--- src/rtl/uart_tx_scheduler.sv ---
// rtl/uart_tx_scheduler.sv - round-robin two-requester UART transmit framer paced by an external baud tick
module uart_tx_scheduler #(
    parameter int DATA_W     = 8,
    parameter int STOP_BITS  = 1,
    parameter int PARITY_EN  = 0,
    parameter int PARITY_ODD = 0
) (
    input  logic              CLK,
    input  logic              RST_N,
    input  logic              BAUD_TICK,
    input  logic              REQ0_VALID,
    input  logic [DATA_W-1:0] REQ0_DATA,
    output logic              REQ0_READY,
    input  logic              REQ1_VALID,
    input  logic [DATA_W-1:0] REQ1_DATA,
    output logic              REQ1_READY,
    output logic              TX,
    output logic              BUSY,
    output logic              GRANT,
    output logic              FRAME_DONE
);

    typedef enum logic [2:0] {
        S_IDLE,
        S_ARM,
        S_START,
        S_DATA,
        S_PARITY,
        S_STOP
    } state_t;

    localparam logic [3:0] BIT_LAST  = 4'(DATA_W - 1);
    localparam logic       STOP_LAST = (STOP_BITS == 2);
    localparam logic       PAR_EN    = (PARITY_EN != 0);
    localparam logic       PAR_ODD   = (PARITY_ODD != 0);

    state_t            state, state_nx;
    logic [DATA_W-1:0] shift_q, shift_nx;
    logic [3:0]        bit_cnt, bit_cnt_nx;
    logic              stop_cnt, stop_cnt_nx;
    logic              tx_q, tx_nx;
    logic              grant_q, grant_nx;
    logic              last_grant, last_grant_nx;
    logic              parity_q, parity_nx;
    logic              done_q, done_nx;

    logic              idle;
    logic              take0;
    logic              take1;
    logic [DATA_W-1:0] sel_data;

    // last_grant resets to 1 so requester 0 wins the very first tie
    assign idle     = (state == S_IDLE);
    assign take0    = idle & REQ0_VALID & (~REQ1_VALID | last_grant);
    assign take1    = idle & REQ1_VALID & (~REQ0_VALID | ~last_grant);
    assign sel_data = take1 ? REQ1_DATA : REQ0_DATA;

    assign REQ0_READY = take0;
    assign REQ1_READY = take1;
    assign TX         = tx_q;
    assign BUSY       = ~idle;
    assign GRANT      = grant_q;
    assign FRAME_DONE = done_q;

    always_ff @(posedge CLK or negedge RST_N) begin
        if (!RST_N) begin
            state      <= S_IDLE;
            shift_q    <= '0;
            bit_cnt    <= '0;
            stop_cnt   <= 1'b0;
            tx_q       <= 1'b1;
            grant_q    <= 1'b0;
            last_grant <= 1'b1;
            parity_q   <= 1'b0;
            done_q     <= 1'b0;
        end else begin
            state      <= state_nx;
            shift_q    <= shift_nx;
            bit_cnt    <= bit_cnt_nx;
            stop_cnt   <= stop_cnt_nx;
            tx_q       <= tx_nx;
            grant_q    <= grant_nx;
            last_grant <= last_grant_nx;
            parity_q   <= parity_nx;
            done_q     <= done_nx;
        end
    end

    always_comb begin
        state_nx      = state;
        shift_nx      = shift_q;
        bit_cnt_nx    = bit_cnt;
        stop_cnt_nx   = stop_cnt;
        tx_nx         = tx_q;
        grant_nx      = grant_q;
        last_grant_nx = last_grant;
        parity_nx     = parity_q;
        done_nx       = 1'b0;

        unique case (state)
            S_IDLE: begin
                // the baud tick is deliberately not looked at here, even on the accept cycle
                if (take0 | take1) begin
                    shift_nx      = sel_data;
                    grant_nx      = take1;
                    last_grant_nx = take1;
                    parity_nx     = (^sel_data) ^ PAR_ODD;
                    state_nx      = S_ARM;
                end
            end
            S_ARM: begin
                if (BAUD_TICK) begin
                    tx_nx    = 1'b0;
                    state_nx = S_START;
                end
            end
            S_START: begin
                if (BAUD_TICK) begin
                    tx_nx      = shift_q[0];
                    bit_cnt_nx = '0;
                    state_nx   = S_DATA;
                end
            end
            S_DATA: begin
                if (BAUD_TICK) begin
                    shift_nx   = shift_q >> 1;
                    bit_cnt_nx = bit_cnt + 4'd1;
                    if (bit_cnt == BIT_LAST) begin
                        if (PAR_EN) begin
                            tx_nx    = parity_q;
                            state_nx = S_PARITY;
                        end else begin
                            tx_nx       = 1'b1;
                            stop_cnt_nx = 1'b0;
                            state_nx    = S_STOP;
                        end
                    end else begin
                        tx_nx = shift_q[1];
                    end
                end
            end
            S_PARITY: begin
                if (BAUD_TICK) begin
                    tx_nx       = 1'b1;
                    stop_cnt_nx = 1'b0;
                    state_nx    = S_STOP;
                end
            end
            S_STOP: begin
                if (BAUD_TICK) begin
                    if (stop_cnt == STOP_LAST) begin
                        done_nx  = 1'b1;
                        state_nx = S_IDLE;
                    end else begin
                        stop_cnt_nx = 1'b1;
                    end
                end
            end
            default: begin
                tx_nx    = 1'b1;
                state_nx = S_IDLE;
            end
        endcase
    end

endmodule

--- config.mk ---
export PLATFORM = sky130hd
export DESIGN_NAME = uart_tx_scheduler
export DESIGN_NICKNAME = d
export VERILOG_FILES = /design/src/rtl/uart_tx_scheduler.sv
export SDC_FILE = /design/constraint.sdc
export NUM_CORES = 1
export LEC_CHECK = 0
export ABC_CLOCK_PERIOD_IN_PS = 3300
export CAP_MARGIN = 5
export CORE_MARGIN = 2
export CORE_UTILIZATION = 52
export DETAILED_ROUTE_END_ITERATION = 7
export PLACE_DENSITY = 0.86
export SLEW_MARGIN = 0
export SYNTH_ARGS = -nofsm -noshare
export SYNTH_HDL_FRONTEND = slang
export SYNTH_SLANG_ARGS = --single-unit
--- constraint.sdc ---
create_clock -name CLK -period 3.3 [get_ports CLK]
set_clock_uncertainty 0.2 [all_clocks]
set_input_delay 0.825 -clock CLK [delete_from_list [all_inputs] [get_ports CLK]]
set_output_delay 0.825 -clock CLK [all_outputs]
set_load 0.02 [all_outputs]
Word-level counts from Yosys, hierarchy flattened
Index checks and enable logic that the tools add are counted.

Bitwise gates (word level): 12. Multiplexer cells: 30. Reduce and logical (&&, ||, !) cells: 11. Eq/ne operators: 14. $add $sub $neg: 1.

Operators by type and width (number): $mux 3 (8); $mux 8 (3); $pmux 3 s6 (1); $pmux 8 s2 (1); $ne 2x2->1 const B (7); $mux 1 (12); $reduce_and 5->1 (2); $mux 4 (2); $pmux 4 s2 (1); $reduce_and 8->1 (1); $eq 3x2->1 const B (2); $eq 3x3->1 const B (2); $reduce_and 3->1 (2); $not 1->1 (5); $pmux 1 s5 (1); $add 4x1->4 const B (1); $and 1x1->1 (4); $eq 4x3->1 const B (1); $reduce_bool 2->1 (2); $eq 3x1->1 const B (1); $logic_not 3->1 (1); $or 1x1->1 (3); $pmux 1 s3 (1); $reduce_bool 3->1 (1); 3 further kinds (3).

Bits in registers: 20. Input port bits: 21. Output and inout bits: 6.

Depth between registers and ports, before layout
Gate-level depths: netlist (run 1).

Depth in word-level cells: 6. Depth in mapped cells: 6. Mapped depth without buffers: 5.

Worst setup path before layout (run 1)
OpenSTA, ideal clock, no wires.

Path kind: input port to output port. Start: in REQ1_VALID. End: out REQ1_READY. Cell stages on the path: 3. Arrival time: 1506 ps. Setup slack: 769 ps. Path through: a21boi_2 > nand2_1 > inv_1.

Cells in the longest elaborated chain, start to end: 2.

RTL lines: from (decl) (line 14) `input logic REQ1_VALID,`; $and 1x1->1 (2 in series) (line 55) `assign take1 = idle & REQ1_VALID & (~REQ0_VALID | ~last_grant);`; to (decl) (line 16) `output logic REQ1_READY,`.

Every way passes these cells.

Worst setup path in the final report (run 1)
Ends and elaborated chain as after synthesis.

==> impl_metrics.json, run 1 <==
{
  "yosysUniqueCellTypes": 30,
  "routedWlPerCell_um": 14.2,
  "path_max_fanout": 2,
  "ir_drop_v": 0.000468,
  "maxSlewViolCount": 0,
  "synth_fa_ha_area_share_pct": 1.09,
  "grt_max_degree": 21,
  "hold_viol_final": 0,
  "hold_ws_ns": 0.327,
  "synthSimpleGateAreaFrac_pct": 16.8,
  "r2r_slack_ns": 1.17,
  "synth_async_sr_flop_share_pct": 100,
  "fmax_mhz": 308,
  "yosysWarnings": 0,
  "synthesis.nets": 149,
  "clock_latency_ns": 0.29,
  "synth_xor_area_share_pct": 0,
  "clockBufferDepth": 2,
  "postLayoutCoreUtil_pct": 72.7,
  "relSlewSlack_pct": 43.0,
  "cp_top_family": "buffers and inverters",
  "antenna_found_initial": 0,
  "syn_area_per_cell_um2": 9.01,
  "grt_pass1_wl_um": 4150,
  "rsz0062_at_grt": "no",
  "synth_edf_count": 0,
  "synth_flop_cell": "dfrtp_1",
  "ios": 27,
  "ys_top_cells_by_area": "dfrtp_1, o31ai_2, o21ai_0",
  "crit_buf_inv": 3,
  "grt_remaining_overflow": 0,
  "drv_cap": 0,
  "setup_ws_ns": 0.0572,
  "post_cts.repair.setup_buffers": 0,
  "finalCriticalPeriod_ns": 3.24,
  "ys_seq_elements": 19,
  "grt_pass1_vias": 1010,
  "die_w_um": 50.9,
  "clkSlewWorstSetupHoldPaths_ns": 0.10,
  "worstSetupPathType": "in2out",
  "cts_tree": "yes",
  "power_density_nw_per_um2": 814,
  "report.power.total_mw": 1.20,
  "gp_congestion": 0.730,
  "htreeDepth": 1,
  "vias": 1057,
  "slowest_delay_ns": 0.60,
  "initial_core_util_pct": 56.6,
  "dp.cells": 177,
  "fin_cells": 181,
  "cp-start-kind": "primary input",
  "crit_chain": "clkdlybuf4s50_1 > a21boi_2 > nand2_1 > inv_1 > clkdlybuf4s50_1",
  "die-height_um": 50.9,
  "synth_top_family_by_area": "compound AO/OA/AOI/OAI gates",
  "grt_usage_pct": 20.9,
  "dpl-instance-area_um2": 1440,
  "critPathMostFrequentCell": "clkdlybuf4s50_1",
  "core_area_um2": 2020,
  "synth.cell_area_um2": 1140,
  "nets": 177,
  "fin_setup_tns_ns": 0,
  "clock-sinks": 19,
  "fp.dieArea_um2": 2590,
  "firstDrtPassIters": 6,
  "syn_to_final_growth_pct": 28.4,
  "fin_crit_sh_pct": 98.3,
  "dp_slack_ns": 0.0414,
  "layout-drive-gt1-share_pct": 18.2,
  "synth_top_area_share_pct": 37.2,
  "synth_cells": 127,
  "hold_path_class": "reg2reg",
  "tightest_slew_ns": 0.852,
  "antenna_cells": 0,
  "finish.instance_area_um2": 1470,
  "clock-root-buffer": "clkbuf_4",
  "synth_mux_area_share_pct": 1.75,
  "cts_buffers": 3,
  "cp_slowest_cell": "clkdlybuf4s50_1",
  "yosysSeqAreaShare_pct": 41.7,
  "setup_viol_count_final": 0,
  "worstPathArrival_ns": 2.22,
  "leakage_nw": 0.633,
  "vias_per_cell": 5.84,
  "portBuffers": 26,
  "finalWirelength_um": 2560,
  "critPathRequiredTime_ns": 2.27,
  "synth_compound_area_share_pct": 32.7,
  "fillers": 159,
  "antenna_left": 0,
  "drt_iter0_drc": 16,
  "status": "completed",
  "dpl.hpwl_um": 1940,
  "end_kind": "output pin",
  "drc_errors": 0,
  "synth_common_cells": "dfrtp_1, o21ai_0, nor2_1",
  "num_rows": 16,
  "yosys.area.top_type": "dfrtp_1"
}
[final cells by class]
class	count	area, um^2	area share, %
Multi-Input combinational cell	94	606	41.2
Timing Repair Buffer	32	308	20.9
Inverter	5	18.8	1.28
Tap cell	27	33.8	2.30
Clock buffer	4	26.3	1.79
Sequential cell	19	478	32.5
[worst paths after layout]
| kind | from | endpoint | cells after the start |
|---|---|---|---|
| setup / recovery | REQ1_VALID | REQ1_READY | 5 |
| hold / removal | bit_cnt[1]$_DFFE_PN0P_ | bit_cnt[1]$_DFFE_PN0P_ | 2 |
| setup reg to reg | state[1]$_DFFE_PN0P_ | shift_q[0]$_DFFE_PN0P_ | 3 |
| hold reg to reg | bit_cnt[1]$_DFFE_PN0P_ | bit_cnt[1]$_DFFE_PN0P_ | 2 |
| max in group asynchronous | RST_N | shift_q[4]$_DFFE_PN0P_ | 1 |
| min in group asynchronous | RST_N | state[1]$_DFFE_PN0P_ | 1 |
[what timing repair did]
action / in CTS / in global routing
endpoints found under the setup margin: 0 / 2
hold buffers: 0 / 0
hold endpoints to repair: 0 / 0
gates resized for setup: 0 / 2
[cell usage in the layout, fill, tap and decap left out, types with 2 or more instances in the layout]
cell type | Yosys | layout
a21oi_1 | 12 | 12
a31o_2 | 7 | 7
and3b_1 | 2 | 2
buf_4 | 0 | 6
clkbuf_4 | 0 | 3
clkdlybuf4s50_1 | 0 | 25
dfrtp_1 | 17 | 17
dfstp_2 | 2 | 2
inv_1 | 5 | 5
mux2i_1 | 2 | 2
nand2_1 | 8 | 8
nand2b_1 | 5 | 5
nand3_1 | 3 | 3
nand3b_1 | 2 | 2
nor2_1 | 15 | 15
o21ai_0 | 17 | 17
o31a_1 | 2 | 2
o31ai_2 | 8 | 8
[power by group]
part | internal (mW) | switching [mW]
clock network | 0.0470 | 0.0699
logic | 0.296 | 0.334
registers | 0.340 | 0.110
[routing by layer]
layer / track usage [%] / wire length [um] / share of wire (%)
met3: 2.63 / 108 / 4.2
met4: 5.41 / 27 / 1.1
met5: 0 / 0 / 0
met1: 22.8 / 1060 / 41
met2: 41.6 / 1370 / 54
[worst register-to-register path: stages (launching register included)]
cell,delay (ns)
dfrtp_1,0.57
o31a_1,0.45
or2_0,0.46
o31ai_2,0.35
[sequential cells by signal (all words and copies together) (netlist names)]
name and flops:
shift_q 8, bit_cnt 4, state 3, FRAME_DONE 1, GRANT 1, TX 1, last_grant 1
[logic make-up (layout without fill, tap and decap cells)]
| kind of cell | Yosys count | count (layout) |
|---|---|---|
| flops | 19 | 19 |
| buf+inv | 14 | 41 |
| compound gates | 52 | 52 |
| simple gates | 39 | 39 |
| mux | 2 | 2 |
| fa+ha+maj | 1 | 1 |
(Power assumes the default switching activity.)
==> run 2, diff against run 1 <==
--- a/config.mk
+++ b/config.mk
@@ -10,6 +10,7 @@
 export CORE_MARGIN = 2
 export CORE_UTILIZATION = 52
 export DETAILED_ROUTE_END_ITERATION = 7
+export GPL_TIMING_DRIVEN = 0
 export PLACE_DENSITY = 0.86
 export SLEW_MARGIN = 0
 export SYNTH_ARGS = -nofsm -noshare
==> impl_metrics.json, run 2 (synthesis gave the netlist of run 1 again) <==
{
  "dpl-instance-area_um2": 1430,
  "hold_path_class": "reg2reg",
  "cp-start-kind": "primary input",
  "final_cell_mix": "clkdlybuf4s50_1, dfrtp_1, o21ai_0, nor2_1, a21oi_1",
  "clock-root-buffer": "clkbuf_4",
  "worstSetupPathType": "in2out",
  "cts_tree": "yes",
  "worstRegToRegCells": 6,
  "grt_use_met1_pct": 26.8,
  "maxSlewViolCount": 0,
  "grt_use_met3_pct": 2.63,
  "num_rows": 16,
  "routedWlPerCell_um": 13.6,
  "postLayoutCoreUtil_pct": 72.8,
  "worstPathArrival_ns": 2.18,
  "clockBufferDepth": 2,
  "grt_remaining_overflow": 0,
  "firstDrtPassIters": 4,
  "gp_congestion": 0.776,
  "fin_crit_sh_pct": 97.2,
  "r2r_slack_ns": 1.45,
  "final-seq-area_um2": 478,
  "nets": 180,
  "status": "completed",
  "p_clk_share_pct": 9.8,
  "crit_path_start": "REQ1_VALID",
  "pwr-share-comb_pct": 56.3,
  "antenna_found_initial": 0,
  "vias": 1041,
  "switching_power_uw": 522,
  "core_area_um2": 2020,
  "relSlewSlack_pct": 42.9,
  "syn_to_final_growth_pct": 28.5,
  "fin_setup_tns_ns": 0,
  "hold_viol_final": 0,
  "htreeDepth": 1,
  "end_kind": "output pin",
  "clkSlewWorstSetupHoldPaths_ns": 0.11,
  "ios": 27,
  "dpl.hpwl_um": 1810,
  "pwr-share-seq_pct": 33.9,
  "report.power.total_mw": 1.23,
  "power_density_nw_per_um2": 836,
  "clock-sinks": 19,
  "finalWirelength_um": 2500,
  "busiest_layer": "met2",
  "r2r-start": "state[0]$_DFFE_PN0P_",
  "switching_share_pct": 42.5,
  "met2_usage_pct": 37.0,
  "tightest_slew_ns": 0.854,
  "drv_cap": 0,
  "clock_latency_ns": 0.30,
  "path_max_fanout": 10,
  "fmax_mhz": 312,
  "fp.dieArea_um2": 2590,
  "setup_viol_count_final": 0,
  "die_w_um": 50.9,
  "layout-drive-gt1-share_pct": 20.4,
  "critPathRequiredTime_ns": 2.27,
  "grt_pass1_wl_um": 4150,
  "ctsHoldBuffers": 0,
  "grt_usage_pct": 21.3,
  "portBuffers": 25,
  "antenna_cells": 0,
  "fillers": 141,
  "largest_registers": "shift_q: 8 flops, bit_cnt: 4 flops, state: 3 flops",
  "drc_errors": 0,
  "crit_end": "REQ1_READY",
  "min_from": "bit_cnt[1]$_DFFE_PN0P_",
  "finalCriticalPeriod_ns": 3.21,
  "layout_commonest_cell": "clkdlybuf4s50_1",
  "largest_register_ffs": 8,
  "rsz0062_at_grt": "no",
  "ir_drop_v": 0.000448,
  "multi_input_area_um2": 609,
  "cts_buffers": 3,
  "vias_per_cell": 5.66,
  "drt_iter0_drc": 19,
  "grt_pass1_vias": 944,
  "initial_core_util_pct": 56.6,
  "top_register": "shift_q",
  "internal-power_uw": 708,
  "reg2reg_to": "shift_q[0]$_DFFE_PN0P_",
  "finish.instance_area_um2": 1470,
  "leakage_nw": 0.637,
  "antenna_left": 0,
  "die-height_um": 50.9,
  "grt_max_degree": 20
}
-- run 2: worst min path at each step --
stage	endpoint	slack, ns	cells after the start
detailed placement	bit_cnt[1]$_DFFE_PN0P_	0.32	2
CTS	bit_cnt[1]$_DFFE_PN0P_	0.34	2
finish	bit_cnt[1]$_DFFE_PN0P_	0.34	2
global route	shift_q[6]$_DFFE_PN0P_	0.38	2
global placement	bit_cnt[1]$_DFFE_PN0P_	0.29	2
floorplan	bit_cnt[1]$_DFFE_PN0P_	0.28	2
-- run 2: metrics by stage --
| step | hold slack, ns | cells | setup slack, ns |
|---|---|---|---|
| 3_5_place_dp | 0.315 | 179 | -0.441 |
| 4_1_cts | 0.342 | 184 | 0.114 |
| 2_1_floorplan | 0.276 | 127 | 0.769 |
| 3_3_place_gp | 0.294 | 179 | -0.451 |
| 6_report | 0.339 | 184 | 0.0937 |
| 5_1_grt | 0.382 | 184 | 0.0140 |
-- run 2: power groups by stage --
stage	Combinational (mW)	Clock [mW]	Sequential (mW)
after CTS	0.690	0.125	0.414
final	0.693	0.121	0.417
after detailed placement	0.680	0	0.418
after floorplan	0.515	0	0.415
after global placement	0.660	0	0.410
after global routing	0.771	0.129	0.431
-- run 2: area by class of cell --
| class | instances | area share [%] |
|---|---|---|
| Multi-Input combinational cell | 94 | 41.4 |
| Sequential cell | 19 | 32.5 |
| Timing Repair Buffer | 26 | 17.3 |
| Buffer | 9 | 3.32 |
| Tap cell | 27 | 2.30 |
| Clock buffer | 3 | 1.53 |
| Inverter | 5 | 1.28 |
| Clock inverter | 1 | 0.340 |
-- run 2: layer usage --
metal	up-vias	wire (um)
met2	29	1190
met1	490	1160
li1	517	-
met4	0	40
met3	5	106
met5	-	0
-- run 2: worst max-delay path, cell delays in order --
cell,delay (ns)
clkdlybuf4s50_1,0.56
a21boi_4,0.23
nand2_2,0.16
inv_1,0.08
dlygate4sd2_1,0.33
-- run 2: timing repair --
action,in CTS,in global routing
resized for setup,4,0
endpoints found under the setup margin,1,0
buffers inserted,1,0
